### src/rtl/uart_pkg.sv
// Shared UART definitions: frame state encoding, parity modes and baud-divider sizing.
// Used by the transmitter here and intended for reuse by the matching receiver.
package uart_pkg;

  typedef enum logic [2:0] {
    IDLE   = 3'd0,
    START  = 3'd1,
    DATA   = 3'd2,
    PARITY = 3'd3,
    STOP   = 3'd4
  } uart_state_e;

  localparam int PAR_NONE = 0;
  localparam int PAR_EVEN = 1;
  localparam int PAR_ODD  = 2;

  // System clock cycles per serial bit (integer division, truncating).
  function automatic int calc_cpb(input int clk_hz, input int bps);
    return clk_hz / bps;
  endfunction

  // Width of a counter running 0..cpb-1; never narrower than one bit.
  function automatic int cnt_width(input int cpb);
    return (cpb > 1) ? $clog2(cpb) : 1;
  endfunction

endpackage

### src/rtl/uart_baud_tick.sv
// Bit-period counter: runs 0..CPB-1 while enabled and flags the last cycle of each bit.
// A synchronous clear realigns the period to the start of a new frame.
module uart_baud_tick
  import uart_pkg::*;
#(
  parameter int CPB   = 4,
  parameter int CNT_W = cnt_width(CPB)
) (
  input  logic uart_clk,
  input  logic rst_n,
  input  logic i_en,
  input  logic i_clr,
  output logic o_tick
);

  localparam logic [CNT_W-1:0] LAST_CNT = CNT_W'(CPB - 1);

  logic [CNT_W-1:0] r_cnt;
  logic             w_wrap;

  assign w_wrap = (r_cnt == LAST_CNT);
  assign o_tick = i_en && w_wrap;

  always_ff @(posedge uart_clk or negedge rst_n) begin
    if (!rst_n) begin
      r_cnt <= '0;
    end else if (i_clr || o_tick) begin
      r_cnt <= '0;
    end else if (i_en) begin
      r_cnt <= r_cnt + CNT_W'(1);
    end
  end

endmodule

### src/rtl/uart_tx_frame.sv
// UART transmitter: start bit, LSB-first data, optional parity, 1 or 2 stop bits.
// Parity support is compiled in only when UART_TX_PARITY_EN is defined.
module uart_tx_frame
  import uart_pkg::*;
#(
  parameter int DATA_WIDTH   = 8,
  parameter int SYS_CLK_FREQ = 50_000_000,
  parameter int BPS          = 115_200,
  parameter int STOP_BITS    = 1,
  parameter int PARITY_MODE  = 0
) (
  input  logic                  uart_clk,
  input  logic                  rst_n,
  input  logic                  tx_valid,
  input  logic [DATA_WIDTH-1:0] tx_data,
  output logic                  tx_ready,
  output logic                  tx_out,
  output logic                  tx_busy,
  output logic                  tx_done,
  output logic [2:0]            dbg_state
);

  localparam int CPB   = calc_cpb(SYS_CLK_FREQ, BPS);
  localparam int IDX_W = $clog2(DATA_WIDTH);
  localparam logic [IDX_W-1:0] LAST_IDX  = IDX_W'(DATA_WIDTH - 1);
  localparam logic             LAST_STOP = 1'(STOP_BITS - 1);

  if (CPB < 2) begin : g_bad_cpb
    $error("uart_tx_frame: SYS_CLK_FREQ/BPS must be at least 2");
  end
  if (DATA_WIDTH < 5 || DATA_WIDTH > 9) begin : g_bad_width
    $error("uart_tx_frame: DATA_WIDTH must be 5..9");
  end
  if (STOP_BITS != 1 && STOP_BITS != 2) begin : g_bad_stop
    $error("uart_tx_frame: STOP_BITS must be 1 or 2");
  end
  if (PARITY_MODE < PAR_NONE || PARITY_MODE > PAR_ODD) begin : g_bad_par
    $error("uart_tx_frame: PARITY_MODE must be 0, 1 or 2");
  end

  uart_state_e           r_state;
  logic [DATA_WIDTH-1:0] r_shift;
  logic [IDX_W-1:0]      r_bit_idx;
  logic                  r_stop_idx;
  logic                  r_tx_out;

  logic             w_tick;
  logic             w_accept;
  logic             w_done;
  logic             w_last_bit;
  logic             w_last_stop;
  logic [IDX_W-1:0] w_next_idx;

`ifdef UART_TX_PARITY_EN
  localparam bit PAR_ON = (PARITY_MODE == PAR_EVEN) || (PARITY_MODE == PAR_ODD);

  logic r_parity;
  logic w_parity;

  // Parity is taken from the word as it is captured, so later tx_data changes cannot affect it.
  assign w_parity = (PARITY_MODE == PAR_ODD) ? ~(^tx_data) : (^tx_data);
`endif

  assign w_last_bit  = (r_bit_idx == LAST_IDX);
  assign w_last_stop = (r_stop_idx == LAST_STOP);
  assign w_next_idx  = r_bit_idx + IDX_W'(1);
  assign w_done      = (r_state == STOP) && w_tick && w_last_stop;

  // Handshake: a word moves when tx_valid and tx_ready are both high at a rising edge.
  // tx_ready is high when idle and in the final cycle of a frame, so a producer that
  // keeps tx_valid high gets frames back to back with no idle bit between them.
  assign tx_ready  = (r_state == IDLE) || w_done;
  assign w_accept  = tx_valid && tx_ready;
  assign tx_busy   = (r_state != IDLE);
  assign tx_done   = w_done;
  assign tx_out    = r_tx_out;
  assign dbg_state = r_state;

  uart_baud_tick #(
    .CPB (CPB)
  ) u_baud (
    .uart_clk (uart_clk),
    .rst_n    (rst_n),
    .i_en     (tx_busy),
    .i_clr    (w_accept),
    .o_tick   (w_tick)
  );

  // tx_out is loaded together with the state, so the line level always matches the state's bit.
  always_ff @(posedge uart_clk or negedge rst_n) begin
    if (!rst_n) begin
      r_state    <= IDLE;
      r_shift    <= '0;
      r_bit_idx  <= '0;
      r_stop_idx <= 1'b0;
      r_tx_out   <= 1'b1;
`ifdef UART_TX_PARITY_EN
      r_parity   <= 1'b0;
`endif
    end else if (w_accept) begin
      r_state    <= START;
      r_shift    <= tx_data;
      r_bit_idx  <= '0;
      r_stop_idx <= 1'b0;
      r_tx_out   <= 1'b0;
`ifdef UART_TX_PARITY_EN
      r_parity   <= w_parity;
`endif
    end else if (w_tick) begin
      case (r_state)
        START: begin
          r_state  <= DATA;
          r_tx_out <= r_shift[0];
        end
        DATA: begin
          if (w_last_bit) begin
`ifdef UART_TX_PARITY_EN
            if (PAR_ON) begin
              r_state  <= PARITY;
              r_tx_out <= r_parity;
            end else begin
              r_state  <= STOP;
              r_tx_out <= 1'b1;
            end
`else
            r_state  <= STOP;
            r_tx_out <= 1'b1;
`endif
          end else begin
            r_bit_idx <= w_next_idx;
            r_tx_out  <= r_shift[w_next_idx];
          end
        end
`ifdef UART_TX_PARITY_EN
        PARITY: begin
          r_state  <= STOP;
          r_tx_out <= 1'b1;
        end
`endif
        STOP: begin
          if (w_last_stop) begin
            r_state    <= IDLE;
            r_stop_idx <= 1'b0;
          end else begin
            r_stop_idx <= 1'b1;
          end
          r_tx_out <= 1'b1;
        end
        default: begin
          r_state  <= IDLE;
          r_tx_out <= 1'b1;
        end
      endcase
    end
  end

endmodule

### config.mk
export PLATFORM = sky130hd
export DESIGN_NAME = uart_tx_frame
export DESIGN_NICKNAME = d
export VERILOG_FILES = /design/src/rtl/uart_pkg.sv /design/src/rtl/uart_baud_tick.sv /design/src/rtl/uart_tx_frame.sv
export SDC_FILE = /design/constraint.sdc
export NUM_CORES = 1
export LEC_CHECK = 0
export CORE_AREA = 2 2 57 59
export CTS_CLUSTER_SIZE = 12
export DETAILED_ROUTE_END_ITERATION = 7
export DIE_AREA = 0 0 59 61
export GPL_TIMING_DRIVEN = 0
export PLACE_DENSITY = 0.72
export REMOVE_ABC_BUFFERS = 1
export SKIP_CTS_REPAIR_TIMING = 1
export SLEW_MARGIN = 40
export SYNTH_ARGS = -nofsm -noshare
export SYNTH_HDL_FRONTEND = slang
export SYNTH_SLANG_ARGS = --single-unit
### constraint.sdc
create_clock -name uart_clk -period 1.8 [get_ports uart_clk]
set_clock_uncertainty 0.2 [all_clocks]
set_input_delay 0.27 -clock uart_clk [delete_from_list [all_inputs] [get_ports uart_clk]]
set_output_delay 0.27 -clock uart_clk [all_outputs]
set_load 0.02 [all_outputs]
==> impl_metrics.env, run 1 <==
export IMPL_status="finished with violations"
export IMPL_violations="negative setup slack"
export IMPL_grt_max_degree=25
export IMPL_ir_drop_mv=0.460
export IMPL_ant_nets=0
export IMPL_overflow=0
export IMPL_ys_warn_count=0
export IMPL_wire_per_inst_um=15.3
export IMPL_rows=20
export IMPL_antenna_cells=0
export IMPL_die_h_um=61
export IMPL_cts_root_buf="clkbuf_4"
export IMPL_r2r_start="u_baud.r_cnt[1]"
export IMPL_cts_max_level=1
export IMPL_final_fill_count=243
export IMPL_async_reset_ff_share_pct=100
export IMPL_pwr_share_comb_pct=29.8
export IMPL_synth_area_um2=1310
export IMPL_p_int_uw=1230
export IMPL_drive_above_1_share_pct=39.9
export IMPL_path_class="reg2out"
export IMPL_p_leak_uw=0.000833
export IMPL_first_pass_iters=4
export IMPL_hold_path_class="in2async"
export IMPL_grtUsageTotal_pct=14.9
export IMPL_synth_seq_cells=24
export IMPL_port_buffers=17
export IMPL_die_area_um2=3600
export IMPL_slowest_delay_ns=0.44
export IMPL_critPathLaunchType="flop"
export IMPL_critPathArrivalTime_ns=1.58
export IMPL_final_cell_mix="dfrtp_1 (18), nor2_1 (16), buf_4 (12)"
export IMPL_dp_hpwl_um=1680
export IMPL_tns_ns=-1.94
export IMPL_synth_edf_count=0
export IMPL_post_route_period_util_pct=114
export IMPL_numCtsBuffers=3
export IMPL_place_inst=159
export IMPL_fin_crit_ns=2.05
export IMPL_maxSlewViolCount=0
export IMPL_ys_seq_area_share_pct=46.1
export IMPL_synthDistinctLibCells=41
export IMPL_route_met3_wl_um=95
export IMPL_rsz0062_at_grt="yes"
export IMPL_fin_ws_ns=-0.252
export IMPL_grt_pass1_vias=885
export IMPL_met1Wirelength_um=1210
export IMPL_core_um2=2950
export IMPL_p_switching_uw=526
export IMPL_cts_buffer_depth=2
export IMPL_fin_nets=159
export IMPL_instances_no_fill=176
export IMPL_sequentialPowerShare_pct=47.8
export IMPL_synth_flop_cell="dfrtp_1"
export IMPL_syn_instance_count=110
export IMPL_slew_headroom_pct=64.1
export IMPL_grt_pass1_wl_um=4040
export IMPL_required_ns=1.33
export IMPL_post_route_drc_count=0
export IMPL_multiInputGateArea_um2=761
export IMPL_area_delta_synth_final_pct=34.2
export IMPL_routabilityCongestion=0.832
export IMPL_drv_cap=0
export IMPL_crit_path_cell_trace="inv_2 > ha_4 > nand4bb_4 > nor3_4 > and3_4 > buf_6"
export IMPL_cp_slowest_cell="dfrtp_1"
export IMPL_vias=979
export IMPL_cts_tree="done"
export IMPL_setup_viol=14
export IMPL_cts_sinks=24
export IMPL_cellPowerDensity_nw_per_um2=1000
export IMPL_power_frac_clock_pct=22.4
export IMPL_viasPerCell=5.56
export IMPL_dieWidth_um=59
export IMPL_wl_met2_um=1350
export IMPL_worst_pin_slew_ns=0.538
export IMPL_setup_worst_path_start="u_baud.r_cnt[1]"
export IMPL_initial_core_util_pct=44.2
export IMPL_final_common_cell="dfrtp_1"
export IMPL_dr_max_layer_used="met4"
export IMPL_cp_max_fo=4
export IMPL_wl_um=2700
export IMPL_insertion_delay_ns=0.32
export IMPL_hold_viol=0
export IMPL_fmax_mhz=487
export IMPL_syn_avg_cell_area_um2=11.9
export IMPL_ioPinCount=18
export IMPL_drtIter0Drc=26
export IMPL_path_clk_slew_ns=0.14
export IMPL_antenna_found_initial=0
export IMPL_seqCellArea_um2=608
export IMPL_end_kind="primary output"
export IMPL_netSwitchingFraction_pct=30.0
Yosys cell counts (2+ instances only):
cell,count,area [um^2]
a31oi_1,2,12.5
dfrtp_1,23,576
ha_1,4,50.1
inv_1,3,11.3
mux2_2,4,45.0
mux2_4,6,90.1
mux2i_1,2,20.0
nand2_1,5,18.8
nand4_1,6,37.5
nor2_1,16,60.1
nor4b_1,2,17.5
xor2_1,8,70.1
kinds of logic (layout without fill, tap and decap cells):
| kind of cell | count (synthesis) | after routing | synth area share, % |
|---|---|---|---|
| mux | 13 | 13 | 13.6 |
| fa+ha+maj | 4 | 4 | 3.83 |
| flops | 24 | 24 | 46.1 |
| compound gates | 11 | 11 | 6.13 |
| simple gates | 44 | 44 | 21.6 |
| buf+inv | 5 | 38 | 2.68 |
| xor+xnor | 9 | 9 | 6.03 |
per-layer routing:
layer  global-route usage, %  vias up
li1                        -      470
met1                    19.8      481
met2                    23.5       22
met3                    2.35        6
met4                    8.12        0
met5                       0        -
state kept, by name, indices dropped and copies added, names as in the netlist:
| name | cells |
|---|---|
| dbg_state | 3 |
| r_shift | 8 |
| tx_out | 1 |
| r_bit_idx | 3 |
| u_baud.r_cnt | 9 |
critical path, delay by kind of cell, from the launching register on:
family / cells / cell delay (ns)
AND/OR/NAND/NOR: 3 / 0.51
buffers and inverters: 2 / 0.19
adder cells (fa/ha/maj): 1 / 0.14
flip-flops: 1 / 0.44
path summary, 6_finish.rpt:
path	to	slack (ns)	cells after the start
max in group asynchronous	u_baud.r_cnt[0]	0.76	2
worst min-delay path	r_shift[3]	0.24	2
worst max register to register	r_shift[6]	-0.17	6
worst max-delay path	tx_done	-0.25	6
min in group uart_clk	r_shift[5]	0.33	1
worst min register to register	r_shift[5]	0.33	1
power groups by stage:
stage	Sequential, uW	Clock [uW]	Combinational, uW
2_1_floorplan	795	0	349
3_3_place_gp	828	0	428
3_5_place_dp	832	0	438
4_1_cts	825	400	444
5_1_grt	860	424	585
6_report	838	393	523
stage by stage:
step                hold slack (ns)  total power [uW]  setup WS, ns  util [%]  instance area [um^2]
detailed placement           0.0863              1270        -0.818      50.6                  1490
CTS                          -0.282              1670         -1.19      52.3                  1550
finish                        0.244              1750        -0.252      59.4                  1750
floorplan                    -0.226              1140        -0.118         -                  1290
global route                  0.286              1870        -0.342      59.4                  1750
global placement              0.288              1260        -0.742      50.7                  1500
cell type report:
cell class / count / area share (%)
Tap cell: 33 / 2.36
Clock inverter: 1 / 1.71
Inverter: 4 / 0.999
Timing Repair Buffer: 30 / 15.6
Multi-Input combinational cell: 81 / 43.4
Sequential cell: 24 / 34.7
Clock buffer: 3 / 1.28
Note: power is estimated with default switching activity, not from simulation.
==> run 2, diff against run 1 <==
--- a/config.mk
+++ b/config.mk
@@ -10,6 +10,7 @@
 export DETAILED_ROUTE_END_ITERATION = 7
 export DIE_AREA = 0 0 59 61
 export GPL_TIMING_DRIVEN = 0
+export HOLD_SLACK_MARGIN = 0.05
 export PLACE_DENSITY = 0.72
 export REMOVE_ABC_BUFFERS = 1
 export SKIP_CTS_REPAIR_TIMING = 1
==> results of run 2 <==
Final layout, timing and power as in run 1 (identical DEF).
==> run 3, diff against run 2 <==
--- a/config.mk
+++ b/config.mk
@@ -9,7 +9,6 @@
 export CTS_CLUSTER_SIZE = 12
 export DETAILED_ROUTE_END_ITERATION = 7
 export DIE_AREA = 0 0 59 61
-export GPL_TIMING_DRIVEN = 0
 export HOLD_SLACK_MARGIN = 0.05
 export PLACE_DENSITY = 0.72
 export REMOVE_ABC_BUFFERS = 1
==> run 3 against run 2 <==
Compared with the run above:
- the run still ends with negative setup slack left
- power grew 1.2%
- combinational power grew 37%
- flip-flop and latch count is the same
- clock power shrank 29%
- critical endpoint unchanged
- largest cell class unchanged
- highest routed layer unchanged
==> impl_metrics.env, run 3 (synthesis gave the netlist of run 1 again) <==
export IMPL_status="finished with violations"
export IMPL_violations="negative setup slack"
export IMPL_first_pass_iters=4
export IMPL_drive_above_1_share_pct=42.3
export IMPL_maxSlewViolCount=0
export IMPL_overflow=0
export IMPL_p_leak_uw=0.000914
export IMPL_dp_hpwl_um=2030
export IMPL_final_cell_mix="dfrtp_1 (23), buf_4 (23), nor2_1 (16)"
export IMPL_grtUsageTotal_pct=17.0
export IMPL_drtIter0Drc=14
export IMPL_r2r_setup_slack_ns=-0.09
export IMPL_hold_viol=0
export IMPL_crit_buf_inv=2
export IMPL_setup_viol=11
export IMPL_cts_tree="done"
export IMPL_post_route_drc_count=0
export IMPL_routabilityCongestion=0.874
export IMPL_end_kind="primary output"
export IMPL_core_um2=2950
export IMPL_antenna_cells=0
export IMPL_numCtsBuffers=3
export IMPL_rsz0062_at_grt="yes"
export IMPL_cts_buffer_depth=2
export IMPL_grt_pass1_vias=1003
export IMPL_largest_register="u_baud.r_cnt"
export IMPL_cellPowerDensity_nw_per_um2=965
export IMPL_largestRegisters="u_baud.r_cnt x9, r_shift x8"
export IMPL_ant_nets=0
export IMPL_grt_max_degree=25
export IMPL_die_area_um2=3600
export IMPL_power_total_uw=1780
export IMPL_dieWidth_um=59
export IMPL_wl_um=2790
export IMPL_wire_per_inst_um=14.8
export IMPL_final_fill_count=243
export IMPL_slew_headroom_pct=79.9
export IMPL_insertion_delay_ns=0.31
export IMPL_ff2ff_path_depth=7
export IMPL_cp_slowest_cell="dfrtp_1"
export IMPL_port_buffers=17
export IMPL_fmax_mhz=504
export IMPL_die_h_um=61
export IMPL_fin_crit_ns=1.98
export IMPL_hold_ws_ns=0.0983
export IMPL_post_route_period_util_pct=110
export IMPL_cp_max_fo=2
export IMPL_vias=1005
export IMPL_pre_cts_ws_ns=-0.519
export IMPL_slowest_delay_ns=0.41
export IMPL_viasPerCell=5.32
export IMPL_fin_util_pct=62.3
export IMPL_tns_ns=-0.946
export IMPL_required_ns=1.33
export IMPL_path_class="reg2out"
export IMPL_ioPinCount=18
export IMPL_crit_path_cell_trace="inv_2 > ha_4 > nand4bb_4 > nor3_4 > and3_4 > buf_6"
export IMPL_fin_ws_ns=-0.183
export IMPL_largest_reg_flops=9
export IMPL_drv_cap=0
export IMPL_cts_sinks=24
export IMPL_critPathArrivalTime_ns=1.51
export IMPL_worst_pin_slew_ns=0.301
export IMPL_path_delay_family="simple AND/OR/NAND/NOR gates"
export IMPL_cts_max_level=1
export IMPL_initial_core_util_pct=44.2
export IMPL_rows=20
export IMPL_cts_root_buf="clkbuf_4"
export IMPL_antenna_found_initial=0
export IMPL_grt_pass1_wl_um=4640
export IMPL_hold_path_class="in2async"
export IMPL_critPathLaunchType="flop"
export IMPL_fin_nets=172
export IMPL_area_delta_synth_final_pct=40.8
export IMPL_ir_drop_mv=0.505
export IMPL_timing_rr_end="r_shift[4]"
export IMPL_r2r_start="u_baud.r_cnt[1]"
export IMPL_path_clk_slew_ns=0.13
-- run 3: cell count changes in the layout (fill, tap and decap cells not counted), moves of 2 or more --
cell	previous run	this run
dfrtp_1	18	23
buf_4	12	23
mux2_2	4	2
mux2_4	6	8
dfrtp_2	5	0
buf_6	2	5
-- run 3: worst max path at each step --
stage / startpoint / endpoint / slack, ns / depth (start not counted)
3_5_place_dp: u_baud.r_cnt[1] / tx_done / -0.52 / 6
4_1_cts: u_baud.r_cnt[1] / tx_done / -0.88 / 6
5_1_grt: u_baud.r_cnt[1] / tx_done / -0.26 / 6
6_report: u_baud.r_cnt[1] / tx_done / -0.18 / 6
2_1_floorplan: u_baud.r_cnt[1] / r_shift[5] / -0.12 / 6
3_3_place_gp: u_baud.r_cnt[1] / tx_done / -0.37 / 6
-- run 3: cell type report --
cell class	instances	area [um^2]	area share (%)
clock buffers	4	36.3	1.97
inverters	4	17.5	0.952
multi-input cells	82	763	41.5
flip-flops and latches	24	602	32.7
well taps	33	41.3	2.24
repair buffers	42	379	20.6
-- run 3: metrics by stage --
| step | instance area [um^2] | instances |
|---|---|---|
| global route | 1840 | 189 |
| global placement | 1670 | 182 |
| finish | 1840 | 189 |
| CTS | 1710 | 186 |
| floorplan | 1290 | 109 |
| detailed placement | 1670 | 182 |
-- run 3: per-layer routing --
metal,vias to the layer above,routed length [um],track usage (%)
met5,-,0,0
met4,0,44,4.87
met3,6,122,2.56
met2,24,1330,28.9
met1,483,1300,22.7
li1,492,-,-
-- run 3: power by group --
part / leakage, uW / switching [uW] / internal [uW]
registers: 0.000300 / 101 / 679
logic: 0.000593 / 287 / 429
clock network: 0.0000210 / 156 / 123
total: 0.000914 / 544 / 1230
-- run 3: worst register-to-register path, stage by stage (launching register included) --
cell and delay, ns:
dfrtp_1 0.41, inv_2 0.07, ha_4 0.14, nand4bb_4 0.13
o21ai_2 0.16, buf_6 0.13, and3_4 0.25, mux2_4 0.31
